### src/rtl/connect_n_judge.sv
// connect_n_judge: sequential Connect-N termination checker.
// Latches the board and the last-placed cell, then probes outward from that
// cell one cell per cycle in four directions and reports win, draw or none.
module connect_n_judge #(
  parameter int unsigned COLS = 7,
  parameter int unsigned ROWS = 7,
  parameter int unsigned N    = 4
) (
  input  logic                           clk,
  input  logic                           rst,
  input  logic                           start,
  input  logic [2*COLS*ROWS-1:0]         grid,
  input  logic [$clog2(COLS*ROWS)-1:0]   location,
  output logic                           busy,
  output logic                           done,
  output logic [1:0]                     winner,
  output logic                           term
);

  localparam int unsigned CELLS = COLS * ROWS;
  localparam int unsigned LOC_W = $clog2(CELLS);
  localparam int unsigned MAXD  = (COLS > ROWS) ? COLS : ROWS;
  localparam int unsigned CW    = $clog2(MAXD + 1) + 2;
  localparam int unsigned CNT_W = $clog2(N + 1);

  typedef enum logic [1:0] {S_IDLE, S_LOAD, S_SCAN, S_DONE} state_t;
  typedef logic signed [CW-1:0] coord_t;

  state_t                  state;
  logic [CELLS-1:0][1:0]   grid_q;
  logic [LOC_W-1:0]        loc_q;
  logic [1:0]              player;
  logic [1:0]              result;
  logic [1:0]              dir;
  logic                    neg;
  logic [CNT_W-1:0]        cnt;
  coord_t                  prow;
  coord_t                  pcol;

  coord_t                  loc_row_c;
  coord_t                  loc_col_c;
  logic                    loc_ok_c;
  logic [1:0]              loc_cell_c;
  logic                    in_bounds_c;
  logic [LOC_W-1:0]        probe_idx_c;
  logic [1:0]              probe_cell_c;
  logic                    hit_c;
  logic                    last_hit_c;
  logic                    top_full_c;

  // Row step for a direction; the negative half walks the mirrored way.
  function automatic coord_t step_row(input logic [1:0] d, input logic n);
    coord_t s;
    s = (d == 2'd0) ? coord_t'(0) : coord_t'(1);
    return n ? -s : s;
  endfunction

  // Column step: horizontal +1, vertical 0, diagonal +1, anti-diagonal -1.
  function automatic coord_t step_col(input logic [1:0] d, input logic n);
    coord_t s;
    case (d)
      2'd0:    s = coord_t'(1);
      2'd1:    s = coord_t'(0);
      2'd2:    s = coord_t'(1);
      default: s = coord_t'(-1);
    endcase
    return n ? -s : s;
  endfunction

  // Decode the latched location into row/col and fetch its cell.
  always_comb begin
    loc_ok_c   = (32'(loc_q) < CELLS);
    loc_row_c  = coord_t'(32'(loc_q) / COLS);
    loc_col_c  = coord_t'(32'(loc_q) % COLS);
    loc_cell_c = 2'b00;
    if (loc_ok_c) loc_cell_c = grid_q[loc_q];
  end

  // Bounds check on (row,col) so columns never wrap into the next row.
  always_comb begin
    in_bounds_c  = (int'(prow) >= 0) && (int'(prow) < int'(ROWS)) &&
                   (int'(pcol) >= 0) && (int'(pcol) < int'(COLS));
    probe_idx_c  = LOC_W'(int'(prow) * int'(COLS) + int'(pcol));
    probe_cell_c = 2'b00;
    if (in_bounds_c) probe_cell_c = grid_q[probe_idx_c];
    hit_c        = in_bounds_c && (probe_cell_c == player);
    last_hit_c   = (32'(cnt) + 32'd1) == (N - 1);
  end

  // Top row fully occupied (00 and 11 both count as empty).
  always_comb begin
    top_full_c = 1'b1;
    for (int c = 0; c < int'(COLS); c++) begin
      if (!(^grid_q[LOC_W'((ROWS - 1) * COLS + 32'(c))])) top_full_c = 1'b0;
    end
  end

  // Judge FSM with registered outputs.
  always_ff @(posedge clk or posedge rst) begin
    if (rst) begin
      state  <= S_IDLE;
      grid_q <= '0;
      loc_q  <= '0;
      player <= 2'b00;
      result <= 2'b00;
      dir    <= 2'd0;
      neg    <= 1'b0;
      cnt    <= '0;
      prow   <= '0;
      pcol   <= '0;
      busy   <= 1'b0;
      done   <= 1'b0;
      winner <= 2'b00;
      term   <= 1'b0;
    end else begin
      done <= 1'b0;
      case (state)
        S_IDLE: begin
          if (start && !term) begin
            grid_q <= grid;
            loc_q  <= location;
            busy   <= 1'b1;
            state  <= S_LOAD;
          end
        end
        S_LOAD: begin
          player <= loc_cell_c;
          result <= 2'b00;
          dir    <= 2'd0;
          neg    <= 1'b0;
          cnt    <= '0;
          prow   <= loc_row_c + step_row(2'd0, 1'b0);
          pcol   <= loc_col_c + step_col(2'd0, 1'b0);
          if (!loc_ok_c || !(^loc_cell_c)) begin
            busy  <= 1'b0;
            state <= S_DONE;
          end else begin
            state <= S_SCAN;
          end
        end
        S_SCAN: begin
          if (hit_c) begin
            if (last_hit_c) begin
              result <= player;
              busy   <= 1'b0;
              state  <= S_DONE;
            end else begin
              cnt  <= cnt + CNT_W'(1);
              prow <= prow + step_row(dir, neg);
              pcol <= pcol + step_col(dir, neg);
            end
          end else if (!neg) begin
            // Positive half ended: restart from the placed cell, keep the count.
            neg  <= 1'b1;
            prow <= loc_row_c + step_row(dir, 1'b1);
            pcol <= loc_col_c + step_col(dir, 1'b1);
          end else if (dir == 2'd3) begin
            busy  <= 1'b0;
            state <= S_DONE;
          end else begin
            dir  <= dir + 2'd1;
            neg  <= 1'b0;
            cnt  <= '0;
            prow <= loc_row_c + step_row(dir + 2'd1, 1'b0);
            pcol <= loc_col_c + step_col(dir + 2'd1, 1'b0);
          end
        end
        S_DONE: begin
          // A win outranks a draw; a full top row with no win is a draw.
          done   <= 1'b1;
          winner <= ((result == 2'b00) && top_full_c) ? 2'b11 : result;
          term   <= term | (result != 2'b00) | top_full_c;
          state  <= S_IDLE;
        end
        default: begin
          busy  <= 1'b0;
          state <= S_IDLE;
        end
      endcase
    end
  end

endmodule

### config.mk
export PLATFORM = sky130hd
export DESIGN_NAME = connect_n_judge
export DESIGN_NICKNAME = d
export VERILOG_FILES = /design/src/rtl/connect_n_judge.sv
export SDC_FILE = /design/constraint.sdc
export NUM_CORES = 1
export LEC_CHECK = 0
export ABC_AREA = 1
export BUFFER_PORTS_ARGS = -buffer_cell sky130_fd_sc_hd__buf_2
export CORE_MARGIN = 3
export CORE_UTILIZATION = 60
export DETAILED_ROUTE_END_ITERATION = 6
export PLACE_DENSITY = 0.82
export RECOVER_POWER = 50
export SYNTH_ARGS = -nofsm -noshare
export SYNTH_HDL_FRONTEND = slang
export SYNTH_SLANG_ARGS = --single-unit
### constraint.sdc
create_clock -name clk -period 6 [get_ports clk]
set_input_delay 0.6 -clock clk [delete_from_list [all_inputs] [get_ports clk]]
set_output_delay 0.6 -clock clk [all_outputs]
set_load 0.1 [all_outputs]
# [Word-level counts from Yosys, hierarchy flattened]
# Cells that the tools add are included.
[totals] ff_bits=131 output_inout_bits=5 wordCells=217
[op_classes] n_addsub=14 multipliers=1 n_div=2 order_cmp=7 eq_ne=23 n_mux=71 n_bitwise=2 reduce_logical=35
[ops] cell="$mux W5" count=20
[ops] cell="$pmux W5 S2" count=4
[ops] cell="$div A6 B3 Y32 const B" count=1
[ops] cell="$mod A6 B3 Y32 const B" count=1
[ops] cell="$mux W2" count=15
[ops] cell="$add A5 B5 Y5" count=5
[ops] cell="$bmux W2 S6" count=2
[ops] cell="$mux W1" count=20
[ops] cell="$reduce_xor A2 Y1" count=8
[ops] cell="$ne A3 B3 Y1 const B" count=5
[ops] cell="$lt A6 B7 Y1 const B" count=2
[ops] cell="$ne A2 B2 Y1 const B" count=7
[ops] cell="$mux W3" count=4
[ops] cell="$reduce_and A4 Y1" count=3
[ops] cell="$eq A2 B2 Y1 const B" count=5
[ops] cell="$ge A5 B1 Y1 const B" count=2
[ops] cell="$lt A5 B4 Y1 const B" count=2
[ops] cell="$neg A5 Y5" count=2
[ops] cell="$logic_not A2 Y1" count=4
[ops] cell="$pmux W2 S2" count=2
[ops] cell="$pmux W2 S4" count=1
[ops] cell="$add A6 B5 Y6" count=1
[ops] cell="$eq A2 B1 Y1 const B" count=3
[ops] cell="$logic_and A1 B1 Y1" count=6
[ops] cell="other kinds (23)" count=30

# [Depth between registers and ports, before layout]
[logic_depth] depth_word=15 depth_mapped=37 depth_no_buf=36

# [Least setup slack after synthesis]
# OpenSTA, ideal clock, no wires.
[synth_path] path_type="flip-flop to flip-flop" from="register loc_q[4]" to="register pcol[4]" setup_time_ns=0.122 t_arrival_ns=4.480 required_time_ns=5.878 path_slack_ns=1.398 stages_incl_launch_ff=37 synth_period_minus_slack_ns=4.602 cell_sequence="dfrtp_1 -> ha_1 -> clkbuf_1 -> ha_1 -> inv_1 -> nand2_4 -> nand2_2 -> nand2_2 -> nor2_4 -> nand2_2 -> nand2_2 -> nand2_1 -> inv_1 -> ha_1 -> inv_1 -> o21bai_4 -> nor2_8 -> nand2_8 -> nand2_1 -> nand2_1 -> ha_1 -> nand3_2 -> nand2_4 -> nor2_8 -> nand2_4 -> nand2_1 -> nand2_1 -> ha_1 -> inv_1 -> fa_1 -> o21ai_0 -> xnor2_1 -> inv_1 -> nand2_1 -> nand3_1 -> a21oi_1 -> a21boi_2"
[synth_between] elab_chain_len=6
[synth_lines] element="from (decl)" line="31" source="logic [LOC_W-1:0] loc_q;"
[synth_lines] element="from (signal assigned)" line="121" source="loc_q <= location;"
[synth_lines] element="$mod A6 B3 Y32 *" line="74" source="loc_col_c = coord_t'(32'(loc_q) % COLS);"
[synth_lines] element="$add A5 B5 Y5" line="165" source="pcol <= loc_col_c + step_col(dir + 2'd1, 1'b0);"
[synth_lines] element="$mux W5" line="157" source="end else if (dir == 2'd3) begin"
[synth_lines] element="$mux W5" line="152" source="end else if (!neg) begin"
[synth_lines] element="$mux W5" line="142" source="if (hit_c) begin"
[synth_lines] element="$pmux W5 S2 *" line="117" source="case (state)"
[synth_lines] element="to (signal assigned)" line="150" source="pcol <= pcol + step_col(dir, neg);"
[synth_lines] element="to (signal assigned)" line="156" source="pcol <= loc_col_c + step_col(dir, 1'b1);"
[synth_lines] element="to (signal assigned)" line="165"
[synth_lines] element="to (decl)" line="38" source="coord_t pcol;"
# Every way passes the cells marked *; elsewhere a longest branch is shown, timed or not. The select of a mux whose other input is x is not followed.
# A chain may end at the register's enable or synchronous reset.

# [Final worst setup path]
[layout_path] from="register loc_q[3]" to="register pcol[4]"
# The elaborated chain is that of the path after synthesis.

==> results_dict.tcl <==
set metrics [dict create \
    outcome "complete, but fails checks" \
    violations "max-capacitance violations, max-slew violations" \
    dp_hpwl_mm 17.60 \
    path_class "reg2reg" \
    routedWlPerCell_um 17.36 \
    core_area_sq_um 14750 \
    worstPathMaxFanout 11 \
    worst_slew_pin_slew_ns 2.547 \
    synth-compound-area-share_pct 17.28 \
    yosys.area_share.xor_xnor_pct 2.957 \
    cp_slowest_cell "dfrtp_1" \
    preCtsSetupSlack_ns 0.7982 \
    num_rows 44 \
    start_kind "register" \
    drc 0 \
    ys.flop_type "dfrtp_1" \
    die_width_um 129.7 \
    start_util_pct 62.24 \
    synth_area_sq_um 9183 \
    vias_per_cell 5.987 \
    vias 8520 \
    synth_fa_ha_area_share_pct 8.176 \
    overflow 0 \
    rsz0062_at_grt "no" \
    synth_top_family_by_area "simple AND/OR/NAND/NOR gates" \
    holdWs_ns 0.3936 \
    fmax_mhz 188.6 \
    initialDrtViolationCount 875 \
    globalRouteTotalUtil_pct 30.03 \
    n_antenna_cell 0 \
    grt_pass1_wl_mm 39.96 \
    ios 112 \
    crit_top_cell "nand2_1" \
    reg2reg_slack_ns 0.70 \
    critPathRequiredTime_ns 6.31 \
    cts_max_level 4 \
    io_buffer_count 111 \
    dr.pass1.iters 6 \
    worstPathArrival_ns 5.61 \
    die_area_sq_um 16820 \
    slew_headroom_pct -70.71 \
    synth_nets 1302 \
    area_delta_synth_final_pct 13.42 \
    postCtsResizedCells 0 \
    synth-simple-area-share_pct 20.48 \
    skew_ns 0.01142 \
    grt_max_degree 98 \
    path_clk_slew_ns 0.07 \
    clkSinkCount 131 \
    syn_inst 1141 \
    setup_violations 0 \
    cts_tree "built" \
    routed_wl_mm 24.71 \
    end_kind "register" \
    cts-hold-fix-buffers 0 \
    finalHoldViolations 0 \
    asyncSetResetFlopFracSynth_pct 100.0 \
    chipHeight_um 129.7 \
    crit_buf_inv 4 \
    synthMuxAreaShare_pct 7.603 \
    nNetsFinal 1387 \
    final_max_slew_viol_count 184 \
    layout_common_cells "150 x nand2_1, 134 x a21oi_1, 131 x dfrtp_1" \
    fin_setup_tns_ns 0 \
    synth_edf_count 0 \
    utilization_pct 70.59 \
    clk_path_buf_depth 2 \
    max-cap-violations 3 \
    gp_congestion 0.9128 \
    numCtsBuffers 17 \
    setup_slack_ns 0.6986 \
    antenna_left 0 \
    antenna_found_initial 0 \
    period_needed_ns 5.301 \
    root_buffer "clkbuf_16" \
    ys_warn_count 0 \
    cp_top_family "simple AND/OR/NAND/NOR gates" \
    drive_gt1_share_pct 21.23 \
    synth_cell_types 51 \
    ys_seq_area_share_pct 35.70 \
    final_common_cell "nand2_1" \
    hold_class "in2reg" \
    max_stage_delay_ns 0.63 \
    post-cts-setup-buffers 0 \
    period_share_pct 88.36 \
    synth_seq_cells 131 \
    grt_pass1_vias 8060 \
    syn_area_per_cell_sq_um 8.048 \
    insertion_delay_ns 0.43 \
]
## logic make-up after synthesis
kind of cell / count (synthesis)
AND/OR/NAND/NOR: 389
AO/OA/AOI/OAI: 288
buffers and inverters: 186
flip-flops: 131
multiplexers: 62
adder cells (fa/ha/maj): 54
XOR/XNOR: 31
## synthesized netlist by cell type, drive strengths merged (10+ instances only)
library cell / count / area share, %
a21oi: 134 / 7.3
buf: 20 / 1.0
clkbuf: 36 / 1.5
dfrtp: 131 / 36
fa: 10 / 2.2
ha: 44 / 6.0
inv: 129 / 5.3
mux2: 62 / 7.6
nand2: 175 / 8.5
nand3: 75 / 4.8
nand4: 13 / 0.89
nor2: 104 / 4.9
o211ai: 16 / 1.3
o21ai: 106 / 5.8
xnor2: 16 / 1.5
xor2: 15 / 1.4
## final timing paths
kind | start | end | cells past startpoint
min in group asynchronous | rst | grid_q[8] | 2
hold reg to reg | busy | busy | 2
setup reg to reg | loc_q[3] | pcol[4] | 33
setup / recovery | loc_q[3] | pcol[4] | 33
max in group asynchronous | rst | grid_q[37] | 3
hold / removal | grid[4] | grid_q[4] | 2
## cell type report
cell class	count	area [sq um]
tap	184	230.2
multi-input combinational	824	5202
clock buffer	17	425.4
fill	1207	4339
sequential	131	3278
inverter	130	489.2
clock inverter	15	163.9
timing repair buffer	122	625.6
## metal layers
layer  global-route usage, %  share of wire [%]  vias up
met5                       0                  0        -
met4                   11.43                2.6        0
met3                   5.526                8.4       70
met2                   48.16                 48      430
met1                   40.87                 41     3986
li1                        -                  -     4034
## sequential cells by signal, indices dropped and copies added (netlist names)
| register | count |
|---|---|
| loc_q | 6 |
| grid_q | 98 |
| neg | 1 |
| term | 1 |
| cnt | 3 |
| pcol | 5 |
| player | 2 |
| dir | 2 |
| state | 2 |
| done | 1 |
| busy | 1 |
| winner | 2 |
| prow | 5 |
| result | 2 |
## metrics by stage
step,std cells,instance area (sq um)
after floorplan,1141,9183
after global placement,1391,9839
after detailed placement,1391,9839
after CTS,1423,10430
after global routing,1423,10420
final,1423,10420
Power is not shown: default switching activity piles up to over one toggle a cycle in this logic, so the estimate is an artifact.
